`src/rtl/uart_pkg.sv`:
```
// rtl/uart_pkg.sv - shared types and defaults for the UART transmit feeder
package uart_pkg;

  localparam int START_TIMEOUT_DEF = 4;

  typedef enum logic [1:0] {
    F_IDLE      = 2'd0,
    F_START     = 2'd1,
    F_WAIT_BUSY = 2'd2,
    F_WAIT_DONE = 2'd3
  } feeder_state_t;

endpackage

```
`src/rtl/uart_byte_fifo.sv`:
```
// rtl/uart_byte_fifo.sv - byte FIFO with wrapping pointers, occupancy and flush
module uart_byte_fifo #(
  parameter int DEPTH = 16,
  localparam int AW = $clog2(DEPTH)
) (
  input  logic          tx_clk,
  input  logic          rst,
  input  logic          push,
  input  logic [7:0]    push_data,
  input  logic          pop,
  input  logic          flush,
  output logic [7:0]    head,
  output logic [AW:0]   level,
  output logic          full,
  output logic          empty
);

  localparam logic [AW:0] LEVEL_MAX = (AW + 1)'(DEPTH);

  logic [7:0]    mem [DEPTH];
  logic [AW-1:0] wr_ptr;
  logic [AW-1:0] rd_ptr;
  logic          push_en;
  logic          pop_en;

  // a push into a full queue is dropped; popping an empty queue is ignored
  assign push_en = push && !full;
  assign pop_en  = pop && !empty;

  assign full  = (level == LEVEL_MAX);
  assign empty = (level == '0);
  assign head  = mem[rd_ptr];

  // storage write; contents are never reset, only pointers matter
  always_ff @(posedge tx_clk) begin
    if (push_en && !flush) begin
      mem[wr_ptr] <= push_data;
    end
  end

  // pointers and occupancy; flush behaves like a reset of the bookkeeping
  always_ff @(posedge tx_clk) begin
    if (!rst || flush) begin
      wr_ptr <= '0;
      rd_ptr <= '0;
      level  <= '0;
    end else begin
      if (push_en) begin
        wr_ptr <= wr_ptr + 1'b1;
      end
      if (pop_en) begin
        rd_ptr <= rd_ptr + 1'b1;
      end
      case ({push_en, pop_en})
        2'b10:   level <= level + 1'b1;
        2'b01:   level <= level - 1'b1;
        default: level <= level;
      endcase
    end
  end

endmodule

```
`src/rtl/uart_tx_feeder.sv`:
```
// rtl/uart_tx_feeder.sv - queues bytes and hands them one at a time to a UART serializer
module uart_tx_feeder
  import uart_pkg::*;
#(
  parameter int DEPTH = 16,
  parameter int START_TIMEOUT = START_TIMEOUT_DEF,
  localparam int AW = $clog2(DEPTH)
) (
  input  logic          tx_clk,
  input  logic          rst,
  input  logic          push_valid,
  input  logic [7:0]    push_data,
  output logic          push_ready,
  input  logic          flush,
  input  logic          tx_busy,
  output logic          tx_start,
  output logic [7:0]    tx_data,
  output logic [AW:0]   level,
  output logic          empty,
  output logic          full,
  output logic          overflow,
  output logic          start_err
);

  localparam int CW = $clog2(START_TIMEOUT + 1);
  localparam logic [CW-1:0] TO_LIM = CW'(START_TIMEOUT);

  feeder_state_t state;
  logic [CW-1:0] cnt;
  logic [CW-1:0] cnt_inc;
  logic [7:0]    head;
  logic          pop;
  logic          push;

  assign push       = push_valid && !flush;
  assign pop        = (state == F_IDLE) && !empty && !tx_busy;
  assign push_ready = !full;
  assign cnt_inc    = cnt + CW'(1);

  uart_byte_fifo #(
    .DEPTH (DEPTH)
  ) u_fifo (
    .tx_clk    (tx_clk),
    .rst       (rst),
    .push      (push),
    .push_data (push_data),
    .pop       (pop),
    .flush     (flush),
    .head      (head),
    .level     (level),
    .full      (full),
    .empty     (empty)
  );

  // sticky overflow: any push attempt against a full queue, unless flushed
  always_ff @(posedge tx_clk) begin
    if (!rst || flush) begin
      overflow <= 1'b0;
    end else if (push_valid && full) begin
      overflow <= 1'b1;
    end
  end

  // handshake FSM: load head, pulse start, wait for busy to rise then fall
  always_ff @(posedge tx_clk) begin
    if (!rst) begin
      state     <= F_IDLE;
      tx_start  <= 1'b0;
      tx_data   <= 8'h00;
      cnt       <= '0;
      start_err <= 1'b0;
    end else begin
      tx_start <= 1'b0;
      case (state)
        F_IDLE: begin
          if (!empty && !tx_busy) begin
            tx_data  <= head;
            tx_start <= 1'b1;
            state    <= F_START;
          end
        end
        F_START: begin
          cnt   <= '0;
          state <= F_WAIT_BUSY;
        end
        F_WAIT_BUSY: begin
          if (tx_busy) begin
            state <= F_WAIT_DONE;
          end else begin
            cnt <= cnt_inc;
            if (cnt_inc == TO_LIM) begin
              start_err <= 1'b1;
              state     <= F_IDLE;
            end
          end
        end
        F_WAIT_DONE: begin
          if (!tx_busy) begin
            state <= F_IDLE;
          end
        end
        default: state <= F_IDLE;
      endcase
      // flush clears the error flag but never disturbs the byte in flight
      if (flush) begin
        start_err <= 1'b0;
      end
    end
  end

endmodule

```
`config.mk`:
```
export PLATFORM = sky130hd
export DESIGN_NAME = uart_tx_feeder
export DESIGN_NICKNAME = d
export VERILOG_FILES = /design/src/rtl/uart_pkg.sv /design/src/rtl/uart_byte_fifo.sv /design/src/rtl/uart_tx_feeder.sv
export SDC_FILE = /design/constraint.sdc
export NUM_CORES = 1
export LEC_CHECK = 0
export ABC_AREA = 1
export CORE_ASPECT_RATIO = 0.8
export CORE_MARGIN = 4
export CORE_UTILIZATION = 53
export DETAILED_ROUTE_END_ITERATION = 12
export PLACE_DENSITY = 0.71
export SLEW_MARGIN = 15
export SYNTH_ARGS = -nofsm -noshare
export SYNTH_HDL_FRONTEND = slang
export SYNTH_HIERARCHICAL = 1
export SYNTH_SLANG_ARGS = --single-unit
```
`constraint.sdc`:
```
create_clock -name tx_clk -period 3.1 [get_ports tx_clk]
set_input_delay 0.775 -clock tx_clk [delete_from_list [all_inputs] [get_ports tx_clk]]
set_output_delay 0.775 -clock tx_clk [all_outputs]
set_load 0.05 [all_outputs]
```
=== Word level (Yosys, flattened, before mapping) ===
Memories as Yosys holds them, arrays and structs flattened. A register that Yosys moved wholly into a read port is not among the register bits.
Cells that the tools add are included.

* Reduce and logical (&&, ||, !) cells: 25
* Muxes and demuxes: 11
* Bitwise logic cells: 2
* Equal/unequal tests: 11
* Add/sub/neg operators: 5

{| class="wikitable"
|+ Operators with widths
! kind !! count
|-
| $pmux W5 S2 || 1
|-
| $add A4 B1 Y4 const B || 2
|-
| $logic_and A1 B1 Y1 || 8
|-
| $mux W2 || 4
|-
| $pmux W2 S4 || 1
|-
| $eq A2 B2 Y1 const B || 3
|-
| $logic_not A1 Y1 || 6
|-
| $pmux W3 S2 || 1
|-
| $reduce_and A2 Y1 || 3
|-
| $reduce_and A3 Y1 || 2
|-
| $add A5 B1 Y5 const B || 1
|-
| $eq A5 B5 Y1 const B || 1
|-
| $logic_not A5 Y1 || 1
|-
| $sub A5 B1 Y5 const B || 1
|-
| $eq A2 B1 Y1 const B || 2
|-
| $ne A2 B2 Y1 const B || 2
|-
| $reduce_bool A2 Y1 || 2
|-
| $add A3 B1 Y3 const B || 1
|-
| $eq A3 B3 Y1 const B || 1
|-
| $mux W1 || 3
|-
| $mux W3 || 1
|-
| $ne A3 B3 Y1 const B || 1
|-
| $logic_not A2 Y1 || 1
|-
| $ne A2 B1 Y1 const B || 1
|-
| other kinds (3) || 4
|}

* Output and inout port bits: 19
* Memories kept: 1
* Bits in registers: 21
* RAM bits: 128
* Input port bits: 13
* Logic and storage cells: 63

{| class="wikitable"
|+ Memories
! name !! depth !! bits a word !! rd ports !! clocked after memory_dff !! wr ports !! line !! RTL
|-
| u_fifo.mem || 16 || 8 || 1 || 1 || 1 || uart_byte_fifo.sv:20 || <nowiki>logic [7:0] mem [DEPTH];</nowiki>
|}

=== Longest topological paths before layout ===
* Depth after elaboration: 7
* Mapped depth: 17
* Gate-level depth less buffers: 17

=== By module ===
Netlist, hierarchy kept.

{| class="wikitable"
|+ By module, submodules not included
! module !! seq. area each (sq um) !! cells each !! area each (sq um) !! times used
|-
| uart_byte_fifo || 4184.0 || 663 || 6495.0 || 1
|-
| uart_tx_feeder || 320.3 || 93 || 675.6 || 1
|}

=== Worst setup path before layout ===
Ideal clock, no wire load.

* Path type: register to register
* From: reg u_fifo.level[4]
* To: reg u_fifo.level[4]
* Setup slack: 0.140 ns
* Data required time: 2.991 ns
* Cell stages (with the launch flop): 18
* Library setup time: 0.109 ns
* Buffers on the path: 0
* Arrival: 2.851 ns
* Period minus slack after synthesis: 2.960 ns
* Cells stage by stage: dfxtp_1 -> inv_1 -> nand3_2 -> inv_1 -> nor3_4 -> nand2_1 -> inv_2 -> ha_1 -> inv_1 -> fa_1 -> inv_1 -> nand2_1 -> nand2_1 -> nand2_1 -> nand2_1 -> nand3_1 -> nand2_1 -> inv_1

* Longest elaborated chain between the ends: 7
* Elaborated cells on any way between the ends: 14
* Classes of those cells: add/sub: 2; eq/ne: 3; mux: 1; reduce/logical: 8

{| class="wikitable"
|+ RTL lines
! element !! line !! RTL
|-
| from (decl) || uart_byte_fifo.sv:13 || <nowiki>output logic [AW:0] level,</nowiki>
|-
| from (signal assigned) || uart_byte_fifo.sv:55 || <nowiki>2'b10: level <= level + 1'b1;</nowiki>
|-
| from (signal assigned) || uart_byte_fifo.sv:56 || <nowiki>2'b01: level <= level - 1'b1;</nowiki>
|-
| from (signal assigned) || uart_byte_fifo.sv:57 || <nowiki>default: level <= level;</nowiki>
|-
| $logic_not A5 Y1 (*) || uart_byte_fifo.sv:31 || <nowiki>assign empty = (level == '0);</nowiki>
|-
| net empty || uart_tx_feeder.sv:19 || <nowiki>output logic empty,</nowiki>
|-
| $logic_not A1 Y1 (*) || uart_tx_feeder.sv:36 || <nowiki>assign pop = (state == F_IDLE) && !empty && !tx_busy;</nowiki>
|-
| $logic_and A1 B1 Y1 (*) (2 in a row) || uart_tx_feeder.sv:36 ||
|-
| net pop || uart_tx_feeder.sv:32 || <nowiki>logic pop;</nowiki>
|-
| $logic_and A1 B1 Y1 (*) || uart_byte_fifo.sv:28 || <nowiki>assign pop_en = pop && !empty;</nowiki>
|-
| net u_fifo.pop_en || uart_byte_fifo.sv:24 || <nowiki>logic pop_en;</nowiki>
|-
| $eq A2 B1 Y1 or $eq A2 B2 Y1 (tied branches) || uart_byte_fifo.sv:54 || <nowiki>case ({push_en, pop_en})</nowiki>
|-
| $pmux W5 S2 or $reduce_bool A2 Y1 (tied branches) || n/a ||
|}

The timed path passes the listed nets; every way through them passes the cells marked *.
A chain may end at the register's enable or synchronous reset.

=== Worst setup path in the final report ===
* From: reg u_fifo.level[3]
* To: out empty

* Longest elaborated chain between the ends: 1

{| class="wikitable"
|+ RTL lines
! element !! line
|-
| $logic_not A5 Y1 || uart_byte_fifo.sv:31
|-
| to (decl) || uart_tx_feeder.sv:19
|}

No other way between the ends.

==> qor.csv <==
metric;value;unit
track_usage;21.17;%
synth_area;7171;sq um
syn_avg_cell_area;9.485;sq um
synth_mux_area_share;0;%
post_synth_inst_count;756;
place_ws;62.54;ps
drt-pass1-iter-count;6;
crit_path_max_incr_delay;830;ps
crit_type;reg -> out;
die_w;138.0;microns
peakVddDrop;0.0004132;V
via_per_inst;5.121;
drc;0;
power_density;602.8;nW/um^2
fmax;339.4;MHz
diodes;0;
yosys_warnings;6;
cts_tree;yes;
synth_compound_area_share;2.111;%
clock_latency;430;ps
rsz0062_at_grt;no;
cts.htree.levels;4;
layout.nets;829;
max_cap_viol_count;0;
skew;13.24;ps
synth_fa_ha_area_share;2.199;%
path_cells;nor2_1 -> nand3_2 -> inv_1 -> clkdlybuf4s50_1;
routabilityCongestion;0.8615;
post_cts_resized;0;
dpl_cell_area;7694;sq um
start_util;54.93;%
holdBufCountCts;0;
hpwl;10200;microns
post-route-period-util;95.06;%
worstPathMaxFanout;4;
fp.dieArea;15470;sq um
clockBufferDepth;2;
slew_violations;0;
fp-row-count;37;
cellLeakagePower;0.003588;uW
chipHeight;112.0;microns
syn_nets;781;
drtIter0Drc;511;
synthSimpleGateAreaFrac;22.98;%
cp.arrival;2170;ps
setup_ws;153.3;ps
ant_nets;0;
hold_viol_final;0;
antenna_found_initial;0;
core-area;13060;sq um
worst_setup_path_start_kind;flip-flop;
ios;32;
cts_buffers;17;
clk_pin_slew;60;ps
cts_sinks;161;
final_area;8312;sq um
fin_crit;2947;ps
worst_slew_pin_slew;761.0;ps
setup_viol;0;
area_delta_synth_final;15.91;%
ys_ff_latch;161;
hold_class;reg -> reg;
tns;0;ps
relSlewSlack;49.11;%
synth_top_family_by_area;simple AND/OR/NAND/NOR gates;
cts_setup_buffers;0;
drive_gt1_share;8.568;%
yosysUniqueCellTypes;24;
cp-end-kind;output pin;
cp_slowest_cell;clkdlybuf4s50_1;
required;2320;ps
grt_pass1_vias;5045;
grt_pass1_wl;25590;microns
wl_per_cell;16.01;microns
synth-xor-area-share;0.3664;%
vias;5080;
wl;15880;microns
worst_hold_slack;484.5;ps
synth_seq_area_share;62.82;%
grt_max_degree;65;
overflow;0;
io_buffers;31;
status;finished clean;
cts-root-buf;clkbuf_16;
p_total;5010;uW
[where the power goes]
part | switching, uW | internal, uW
Sequential | 37.6 | 2370
Combinational | 331 | 146
Clock | 816 | 1300
[state kept, by name, indices dropped and copies added, names as in the netlist, named ones only]
register,count
start_err,1
cnt,3
u_fifo/mem,128
u_fifo/wr_ptr,4
u_fifo/level,5
u_fifo/rd_ptr,4
tx_start,1
overflow,1
state,2
tx_data,8
[area by class of cell]
| class | count | area (sq um) |
|---|---|---|
| clock buffers | 26 | 585.6 |
| clock inverters | 6 | 32.53 |
| fillers | 1072 | 4743 |
| inverters | 136 | 510.5 |
| multi-input cells | 435 | 1983 |
| flip-flops and latches | 161 | 4506 |
| well taps | 175 | 219.0 |
| repair buffers | 53 | 475.5 |
[worst paths after layout]
kind,end,cells after the start,from,slack (ps)
setup reg to reg,u_fifo/level[4],17,u_fifo/level[4],530
hold / removal,start_err,2,start_err,480
setup / recovery,empty,4,u_fifo/level[3],150
hold reg to reg,start_err,2,start_err,480
[metal layers]
metal  wire length, microns  up-vias  part of all wire, %  GRT usage, %
li1                       -     2508                    -             -
met1                   7159     2383                   45         29.24
met4                    182        0                  1.1         6.583
met3                   1124       16                  7.1         4.216
met2                   7416      173                   47         34.27
met5                      0        -                    0             0
[Yosys cell counts]
cell type | n | share of area (%)
o21ai_0 | 17 | 1.2
fa_1 | 1 | 0.28
xnor2_1 | 1 | 0.12
nand3_2 | 2 | 0.28
buf_4 | 2 | 0.21
nand3_1 | 111 | 7.7
or2_2 | 2 | 0.17
ha_1 | 11 | 1.9
nor3_4 | 1 | 0.23
inv_2 | 7 | 0.37
a31oi_1 | 1 | 0.087
dfxtp_1 | 33 | 9.2
clkbuf_1 | 2 | 0.10
and2_1 | 1 | 0.087
nor2_2 | 1 | 0.087
inv_1 | 129 | 6.8
edfxtp_1 | 128 | 54
nand2_2 | 4 | 0.35
nor2_1 | 63 | 3.3
nand2_1 | 205 | 11
buf_2 | 12 | 0.84
buf_6 | 8 | 1.3
a21oi_1 | 12 | 0.84
xor2_1 | 2 | 0.24
[worst max-delay path, delay by kind of cell (launching register included)]
kind | cells | cell delay (ps)
buffers and inverters | 2 | 990
flip-flops | 1 | 350
AND/OR/NAND/NOR | 2 | 400
[kinds of logic (layout without fill, tap and decap cells)]
group	Yosys count	in the layout
buffers and inverters	160	221
AO/OA/AOI/OAI	30	30
AND/OR/NAND/NOR	390	390
adder cells (fa/ha/maj)	12	12
XOR/XNOR	3	3
flip-flops	161	161
[layout by cell type, fill, tap and decap left out]
| master | instances |
|---|---|
| a21oi_1 | 12 |
| a31oi_1 | 1 |
| and2_1 | 1 |
| buf_4 | 22 |
| clkbuf_1 | 2 |
| clkbuf_16 | 22 |
| clkbuf_8 | 2 |
| clkdlybuf4s50_1 | 31 |
| clkinv_2 | 4 |
| dfxtp_1 | 32 |
| dfxtp_2 | 1 |
| edfxtp_1 | 128 |
| fa_1 | 1 |
| ha_1 | 11 |
| inv_1 | 129 |
| inv_2 | 7 |
| inv_4 | 2 |
| nand2_1 | 205 |
| nand2_2 | 4 |
| nand3_1 | 111 |
| nand3_2 | 2 |
| nor2_1 | 63 |
| nor2_2 | 1 |
| nor3_4 | 1 |
| o21ai_0 | 17 |
| or2_2 | 2 |
| xnor2_1 | 1 |
| xor2_1 | 2 |
[through the flow]
stage	instances	utilization (%)
after global placement	960	58.93
after detailed placement	960	58.93
final	992	63.67
after global routing	992	63.67
after CTS	992	63.67
after floorplan	756	-
Note: power is estimated with default switching activity, not from simulation.
